==> src/rtl/multicycle_control.sv <==
// Multi-cycle FETCH/DECODE/EXEC/MEM/WB controller for the MIPS subset, with illegal-op skip,
// memory timeout (HALT) and an optional retire counter enabled by CTRL_PERF_EN.
module multicycle_control #(
  parameter int unsigned TIMEOUT = 16,
  parameter int unsigned CNT_W   = 32
) (
  input  logic             i_clk,
  input  logic             i_rst_n,
  input  logic [5:0]       i_op,
  input  logic [5:0]       i_fun,
  input  logic             i_equal,
  input  logic             i_sign,
  input  logic             i_imem_ready,
  input  logic             i_dmem_ready,
  output logic             o_imem_req,
  output logic             o_dmem_req,
  output logic             o_dmem_we,
  output logic             o_ir_wr,
  output logic             o_pc_wr,
  output logic             o_npc_sel,
  output logic             o_reg_wr,
  output logic             o_reg_dst,
  output logic             o_ext_op,
  output logic             o_alu_src,
  output logic [2:0]       o_alu_ctr,
  output logic             o_mem_to_reg,
  output logic             o_illegal,
  output logic             o_bus_err,
  output logic [CNT_W-1:0] o_instr_cnt
);

  typedef enum logic [2:0] {
    StFetch, StDecode, StSkip, StExec, StMem, StWb, StHalt
  } state_e;

  typedef enum logic [3:0] {
    InAdd, InAddu, InSub, InSubu, InAnd, InOr, InSll, InSlt,
    InSltu, InAddi, InLw, InSw, InBeq, InBne, InBgtz, InIll
  } instr_e;

  localparam int unsigned TmoW = (TIMEOUT < 2) ? 1 : $clog2(TIMEOUT + 1);

  state_e          r_state, w_state_nxt;
  instr_e          r_instr, w_dec;
  logic [TmoW-1:0] r_tmo;
  logic            r_bus_err;
  logic            w_wait, w_tmo_hit, w_alu_en, w_take;
  logic [2:0]      w_ctr;
  logic            w_src, w_ext, w_rdst;

  always_comb begin
    w_dec = InIll;
    case (i_op)
      6'h00: begin
        case (i_fun)
          6'h20:   w_dec = InAdd;
          6'h21:   w_dec = InAddu;
          6'h22:   w_dec = InSub;
          6'h23:   w_dec = InSubu;
          6'h24:   w_dec = InAnd;
          6'h25:   w_dec = InOr;
          6'h00:   w_dec = InSll;
          6'h2A:   w_dec = InSlt;
          6'h2B:   w_dec = InSltu;
          default: w_dec = InIll;
        endcase
      end
      6'h08:   w_dec = InAddi;
      6'h23:   w_dec = InLw;
      6'h2B:   w_dec = InSw;
      6'h04:   w_dec = InBeq;
      6'h05:   w_dec = InBne;
      6'h07:   w_dec = InBgtz;
      default: w_dec = InIll;
    endcase
  end

  // Datapath controls for the latched instruction; gated to EXEC/MEM/WB below.
  always_comb begin
    w_ctr  = 3'd2;
    w_src  = 1'b0;
    w_ext  = 1'b0;
    w_rdst = 1'b0;
    case (r_instr)
      InAnd:                     begin w_ctr = 3'd0; w_rdst = 1'b1; end
      InOr:                      begin w_ctr = 3'd1; w_rdst = 1'b1; end
      InAdd:                     begin w_ctr = 3'd2; w_rdst = 1'b1; end
      InSlt:                     begin w_ctr = 3'd3; w_rdst = 1'b1; end
      InAddu:                    begin w_ctr = 3'd4; w_rdst = 1'b1; end
      InSll:                     begin w_ctr = 3'd5; w_rdst = 1'b1; end
      InSub, InSubu:             begin w_ctr = 3'd6; w_rdst = 1'b1; end
      InSltu:                    begin w_ctr = 3'd7; w_rdst = 1'b1; end
      InAddi, InLw, InSw:        begin w_ctr = 3'd2; w_src = 1'b1; w_ext = 1'b1; end
      InBeq, InBne, InBgtz:      w_ctr = 3'd6;
      default:                   w_ctr = 3'd2;
    endcase
  end

  assign w_take = ((r_instr == InBeq) & i_equal) | ((r_instr == InBne) & ~i_equal) |
                  ((r_instr == InBgtz) & ~i_equal & ~i_sign);

  assign w_wait    = ((r_state == StFetch) & ~i_imem_ready) | ((r_state == StMem) & ~i_dmem_ready);
  assign w_tmo_hit = (TIMEOUT != 0) && w_wait && (r_tmo == TmoW'(TIMEOUT - 1));

  // Outputs are forced low while reset is asserted so an in-flight access is dropped at once.
  always_comb begin
    w_state_nxt  = r_state;
    w_alu_en     = 1'b0;
    o_imem_req   = 1'b0;
    o_dmem_req   = 1'b0;
    o_dmem_we    = 1'b0;
    o_ir_wr      = 1'b0;
    o_pc_wr      = 1'b0;
    o_npc_sel    = 1'b0;
    o_reg_wr     = 1'b0;
    o_mem_to_reg = 1'b0;
    o_illegal    = 1'b0;
    if (i_rst_n) begin
      case (r_state)
        StFetch: begin
          o_imem_req = 1'b1;
          if (i_imem_ready) begin
            o_ir_wr     = 1'b1;
            w_state_nxt = StDecode;
          end else if (w_tmo_hit) begin
            w_state_nxt = StHalt;
          end
        end
        StDecode: w_state_nxt = (w_dec == InIll) ? StSkip : StExec;
        StSkip: begin
          o_illegal   = 1'b1;
          o_pc_wr     = 1'b1;
          w_state_nxt = StFetch;
        end
        StExec: begin
          w_alu_en = 1'b1;
          if (r_instr inside {InBeq, InBne, InBgtz}) begin
            o_pc_wr     = 1'b1;
            o_npc_sel   = w_take;
            w_state_nxt = StFetch;
          end else if (r_instr inside {InLw, InSw}) begin
            w_state_nxt = StMem;
          end else begin
            w_state_nxt = StWb;
          end
        end
        StMem: begin
          w_alu_en   = 1'b1;
          o_dmem_req = 1'b1;
          o_dmem_we  = (r_instr == InSw);
          if (i_dmem_ready) begin
            o_pc_wr     = (r_instr == InSw);
            w_state_nxt = (r_instr == InSw) ? StFetch : StWb;
          end else if (w_tmo_hit) begin
            w_state_nxt = StHalt;
          end
        end
        StWb: begin
          w_alu_en     = 1'b1;
          o_reg_wr     = 1'b1;
          o_mem_to_reg = (r_instr == InLw);
          o_pc_wr      = 1'b1;
          w_state_nxt  = StFetch;
        end
        StHalt:  w_state_nxt = StHalt;
        default: w_state_nxt = StFetch;
      endcase
    end
  end

  assign o_alu_ctr = w_alu_en ? w_ctr : 3'd0;
  assign o_alu_src = w_alu_en & w_src;
  assign o_ext_op  = w_alu_en & w_ext;
  assign o_reg_dst = w_alu_en & w_rdst;
  assign o_bus_err = r_bus_err;

  always_ff @(posedge i_clk or negedge i_rst_n) begin
    if (!i_rst_n) begin
      r_state   <= StFetch;
      r_instr   <= InIll;
      r_tmo     <= '0;
      r_bus_err <= 1'b0;
    end else begin
      r_state <= w_state_nxt;
      if (r_state == StDecode) r_instr <= w_dec;
      if (w_wait && !w_tmo_hit) r_tmo <= r_tmo + TmoW'(1);
      else                      r_tmo <= '0;
      if (w_tmo_hit) r_bus_err <= 1'b1;
    end
  end

`ifdef CTRL_PERF_EN
  logic [CNT_W-1:0] r_instr_cnt;
  logic             w_retire;

  assign w_retire = o_pc_wr & ~o_illegal;

  always_ff @(posedge i_clk or negedge i_rst_n) begin
    if (!i_rst_n)      r_instr_cnt <= '0;
    else if (w_retire) r_instr_cnt <= r_instr_cnt + CNT_W'(1);
  end

  assign o_instr_cnt = r_instr_cnt;
`else
  assign o_instr_cnt = '0;
`endif

endmodule
==> config.mk <==
export PLATFORM = sky130hd
export DESIGN_NAME = multicycle_control
export DESIGN_NICKNAME = d
export VERILOG_FILES = /design/src/rtl/multicycle_control.sv
export SDC_FILE = /design/constraint.sdc
export NUM_CORES = 1
export LEC_CHECK = 0
export ABC_CLOCK_PERIOD_IN_PS = 2800
export CORE_MARGIN = 5
export CORE_UTILIZATION = 25
export DETAILED_ROUTE_END_ITERATION = 16
export PLACE_DENSITY = 0.59
export SKIP_CTS_REPAIR_TIMING = 1
export SLEW_MARGIN = 20
export SYNTH_ARGS = -nofsm -noshare
export SYNTH_HDL_FRONTEND = slang
export SYNTH_SLANG_ARGS = --single-unit
==> constraint.sdc <==
create_clock -name i_clk -period 2.8 [get_ports i_clk]
set_clock_uncertainty 0.1 [all_clocks]
set_input_delay 0.84 -clock i_clk [delete_from_list [all_inputs] [get_ports i_clk]]
set_output_delay 0.84 -clock i_clk [all_outputs]
set_load 0.05 [all_outputs]
# [After elaboration in Yosys (flattened, before gate mapping)]
# Cells that the tools add are included.
[word_totals] reg_bits=13 input_bits=18 output_inout_bits=48 wordCells=109
[classes] n_addsub=1 eq_ne=36 muxes=39 bitwise=15 n_reduce_logical=14
[op_table] cell="== test 6 bit, second input constant" n=10
[op_table] cell="one-hot mux 4 bit (9 select lines)" n=1
[op_table] cell="== test 4 bit, second input constant" n=8
[op_table] cell="one-hot mux 4 bit (7 select lines)" n=1
[op_table] cell="two-way mux 1 bit" n=27
[op_table] cell="one-hot mux 3 bit (7 select lines)" n=1
[op_table] cell="== test 6 x 3 -> 1 bit, second input constant" n=3
[op_table] cell="two-way mux 3 bit" n=6
[op_table] cell="== test 4 x 3 -> 1 bit, second input constant" n=4
[op_table] cell="one-hot mux 3 bit (5 select lines)" n=1
[op_table] cell="logical NOT 6 bit" n=2
[op_table] cell="== test 3 bit, second input constant" n=3
[op_table] cell="OR reduction 9 bit" n=1
[op_table] cell="bitwise AND 1 bit" n=8
[op_table] cell="== test 4 x 2 -> 1 bit, second input constant" n=2
[op_table] cell="== test 3 x 2 -> 1 bit, second input constant" n=2
[op_table] cell="== test 6 x 4 -> 1 bit, second input constant" n=1
[op_table] cell="OR reduction 3 bit" n=2
[op_table] cell="adder 5 x 1 -> 5 bit, second input constant" n=1
[op_table] cell="== test 5 x 4 -> 1 bit, second input constant" n=1
[op_table] cell="two-way mux 5 bit" n=1
[op_table] cell="OR reduction 5 bit" n=1
[op_table] cell="== test 4 x 1 -> 1 bit, second input constant" n=1
[op_table] cell="logical NOT 4 bit" n=1
[op_table] cell="other kinds (10)" n=16

# [Longest topological paths before layout]
# Gate-level depths: netlist (run 1).
[depth] ltp_word=7 ltp_mapped=6 depth_no_buf=6

# [Worst setup path before layout (run 1)]
# Ideal clock, no wire load.
[synth_path] path_type="input to output" start="input i_rst_n" end="output o_mem_to_reg" t_arrival_ns=2.980 required_time_ns=1.860 setup_slack_ns=-1.120 stages=2 path_cell_list="and3_1 nor4b_1"
[synth_via] elab_chain_cells=1
[synth_rtl] item="start, declared" line_no="8" source="input logic i_rst_n,"
[synth_rtl] item="two-way mux 1 bit" line_no="118" source="if (i_rst_n) begin"
[synth_rtl] item="end, declared" line_no="26" source="output logic o_mem_to_reg,"
# Every way passes these cells.

# [Final worst setup path (run 1)]
[layout_path] start="input i_equal" end="output o_npc_sel"
[layout_via] elab_chain_cells=7 word_cells_on_any_way=10 classes_between="mux: 3; bitwise: 7"
[layout_rtl] item="start, declared" line_no="11" source="input logic i_equal,"
[layout_rtl] item="NOT 1 bit" line_no="99, 100"
[layout_rtl] item="bitwise AND 1 bit, on equally long branches" line_no="99, 100"
[layout_rtl] item="bitwise OR 1 bit / bitwise AND 1 bit (equally long branches)" line_no="99, 100"
[layout_rtl] item="bitwise OR 1 bit *" line_no="99" source="assign w_take = ((r_instr == InBeq) & i_equal) | ((r_instr == InBne) & ~i_equal) |"
[layout_rtl] item="two-way mux 1 bit *" line_no="137" source="if (r_instr inside {InBeq, InBne, InBgtz}) begin"
[layout_rtl] item="two-way mux 1 bit *" line_no="119" source="case (r_state)"
[layout_rtl] item="two-way mux 1 bit *" line_no="118"
[layout_rtl] item="end, declared" line_no="20" source="output logic o_npc_sel,"
# Every way passes the cells marked *; elsewhere a longest branch is shown, timed or not.

==> flow_metrics.py, run 1 <==
metrics = {
    "cts": {
        "tritoncts_clock_tree": "yes",
        "cts_inserted_buffers": 3,
        "clock_tree.buffer_depth": 2,
        "clock-sinks": 13,
        "clk_transition_reported_paths_ns": 0.05,
        "root_driver": "sky130_fd_sc_hd__clkbuf_8",
        "clock_latency_ns": 0.24,
        "htree_num_levels": 1,
    },
    "pwr": {
        "vdd_ir_drop_max_uv": 260,
        "p_leak_uw": 0.000893,
        "pwr_density_cell_nw_per_um2": 617,
    },
    "die": {
        "coreArea_um2": 5470,
        "floorplan.rows": 27,
        "floorplan.initialDensity_pct": 25.4,
        "die_area_um2": 7160,
        "design.portCount": 66,
        "die_height_um": 84.6,
        "chipWidth_um": 84.6,
    },
    "worst_setup_path": {
        "critical_path_launch_point_type": "input pin",
        "crit_fanout": 3,
        "worst_path_max_delay_cell": "sky130_fd_sc_hd__clkdlybuf4s50_1",
        "crit_arrival_ns": 2.08,
        "critPathRequiredTime_ns": 1.86,
        "worstSetupEndpointType": "output pin",
        "worst_path_largest_cell_delay_ns": 0.45,
        "path_cells": "clkdlybuf4s50_1 -> nor3_2 -> a21oi_1 -> o22a_1 -> nor4_4 -> buf_12",
        "timing_worst_setup_path_type": "in2out",
    },
    "timing": {
        "worst_slew_margin_rel_pct": 63.0,
        "period_minus_slack_ns": 3.02,
        "timing.final.hold_violations": 0,
        "slew_viol_final": 0,
        "period_share_pct": 108,
        "setup_tns_ns": -0.220,
        "tightestPinTransition_ns": 0.551,
        "timing.final.ws_setup_ns": -0.220,
        "max_freq_ghz": 0.331,
        "setup_repair_after_global_routing_missed_its_margin": "yes",
        "finalSetupViolCount": 1,
        "worst_hold_slack_ns": 0.362,
    },
    "synthesis": {
        "synth_async_sr_flop_share_pct": 100,
        "syn_avg_cell_area_um2": 7.60,
        "syn-instance-count": 183,
        "ys_seq_elements": 13,
        "seq_area_frac_synth_pct": 23.7,
        "synth_edf_count": 0,
        "yosysUniqueCellTypes": 46,
        "yosys_warnings": 0,
        "synthFlopType": "sky130_fd_sc_hd__dfrtp_1",
        "mappedNetlistArea_um2": 1390,
    },
    "placed_design": {
        "dp_hpwl_um": 2600,
        "place.gp.congestion": 0.779,
        "dp_cells": 293,
        "dp_worst_slack_ns": -0.245,
        "numPortBuffers": 33,
    },
    "routing": {
        "route.detailed.drc": 0,
        "detailroute.via_count": 1301,
        "initialDrtViolationCount": 70,
        "drt-vias-per-instance": 4.34,
        "total_detailed_routing_wirelength_um": 3110,
        "wl_per_cell_um": 10.4,
        "first_pass_iters": 4,
        "final_antenna_net_count": 0,
    },
    "finish": {
        "antenna_cells_inserted": 0,
        "finish.cell_count_without_fillers": 300,
        "layout-area-overhead-vs-synth_pct": 46.0,
        "fraction_of_final_layout_cells_sized_beyond_drive_strength_1_pct": 26.3,
        "fin_nets": 249,
        "leading_cell_types_in_the_layout_fill_and_taps_excluded": "32 x sky130_fd_sc_hd__conb_1, 29 x sky130_fd_sc_hd__nor2_1, 19 x sky130_fd_sc_hd__buf_4",
        "layout_commonest_cell": "sky130_fd_sc_hd__conb_1",
    },
    "global_routing": {
        "first_pass_grt_wire_length_um": 5240,
        "grt_max_degree": 17,
        "global_route.overflow_total": 0,
        "grt_pass1_vias": 1181,
        "grt_antenna_before_repair": 0,
        "grtUsageTotal_pct": 8.46,
    },
    "min_path": {
        "min-delay-path-class": "reg2reg",
    },
    "status": {
        "outcome": "complete, but fails checks",
        "violations": "setup timing",
    },
    "run": {
        "max-cap-violations": 0,
    },
}
==> critical path, delay by kind of cell <==
family	cells	cell delay [ns]
buffers and inverters	2	0.63
AO/OA/AOI/OAI	2	0.26
AND/OR/NAND/NOR	2	0.35
==> stage by stage <==
| step | total power [uW] | instance area (um^2) | util, % |
|---|---|---|---|
| 3_5_place_dp | 1070 | 1950 | 35.6 |
| 4_1_cts | 1240 | 1990 | 36.4 |
| 3_3_place_gp | 1070 | 1950 | 35.6 |
| 5_1_grt | 1350 | 2030 | 37.1 |
| 6_report | 1250 | 2030 | 37.1 |
| 2_1_floorplan | 862 | 1570 | - |
==> cell families after synthesis <==
kind of cell | after synthesis | share of synthesized area, %
buffers and inverters | 48 | 23.6
and+or+nand+nor | 75 | 27.7
DFF | 13 | 23.7
other | 1 | 0.270
xor gates and xnor gates | 3 | 1.89
muxes | 1 | 0.719
adders and majority gates | 3 | 2.61
AOI/OAI and AO/OA | 39 | 19.5
==> final timing paths <==
check,start,end,slack (ns),depth (start not counted)
max in group asynchronous,i_rst_n,r_instr[1]$_DFFE_PN1N_,1.65,3
setup reg to reg,r_instr[3]$_DFFE_PN1N_,r_state[0]$_DFFE_PN0P_,1.13,5
hold reg to reg,r_tmo[0]$_DFF_PN0_,r_tmo[0]$_DFF_PN0_,0.36,1
min in group asynchronous,i_rst_n,r_state[1]$_DFFE_PN0P_,0.52,2
hold / removal,r_tmo[0]$_DFF_PN0_,r_tmo[0]$_DFF_PN0_,0.36,1
setup / recovery,i_equal,o_npc_sel,-0.22,6
==> registers in the layout, summed over array words and instances, names as in the netlist <==
name	cells
r_tmo	5
r_instr	4
r_state	3
o_bus_err	1
==> per-layer routing <==
layer / track usage, % / vias up / wire length (um)
met4: 2.59 / 0 / 41
met3: 1.57 / 2 / 226
met2: 14.7 / 40 / 1500
met5: 0 / - / 0
li1: - / 664 / -
met1: 10.6 / 595 / 1340
==> power by group <==
group          total [uW]  internal (uW)  switching (uW)
clock                 163            100            62.7
combinational         773            307             465
sequential            318            240            78.1
total                1250            647             606
==> final cells by class <==
type	instances	area (um^2)
clock buffer	4	45.0
fill	559	3440
inverter	6	22.5
multi-input combinational	153	915
sequential	13	332
tap	72	90.1
timing repair buffer	52	628
==> synth_stat cells (2+ instances only) <==
cell type                  number  share of area, %
sky130_fd_sc_hd__and3_1         3               1.3
sky130_fd_sc_hd__xor2_1         2               1.3
sky130_fd_sc_hd__inv_1          5               1.3
sky130_fd_sc_hd__nor4b_1        2               1.3
sky130_fd_sc_hd__and4b_1        2               1.4
sky130_fd_sc_hd__nand3_1        2              0.72
sky130_fd_sc_hd__nand2_1       12               3.2
sky130_fd_sc_hd__clkbuf_1       6               1.6
sky130_fd_sc_hd__buf_4         34                18
sky130_fd_sc_hd__dfrtp_1        9                16
sky130_fd_sc_hd__nor3b_1        3               1.6
sky130_fd_sc_hd__o21ai_0        5               1.8
sky130_fd_sc_hd__a21oi_1       18               6.5
sky130_fd_sc_hd__clkbuf_8       2               2.0
sky130_fd_sc_hd__nor2_1        30               8.1
sky130_fd_sc_hd__a211o_1        2               1.3
sky130_fd_sc_hd__nor4_1         3               1.3
sky130_fd_sc_hd__nand2b_1       5               2.2
sky130_fd_sc_hd__dfstp_2        4               7.6
sky130_fd_sc_hd__nor3_1         5               1.8
sky130_fd_sc_hd__ha_1           2               1.8
sky130_fd_sc_hd__a31oi_1        2              0.90
sky130_fd_sc_hd__a41o_1         2               1.4
(Power assumes the default switching activity.)
==> run 2: changes to the inputs <==
- CAP_MARGIN: not set -> 15
==> results of run 2 <==
The final DEF is identical to that of run 1; final timing and power are the same.
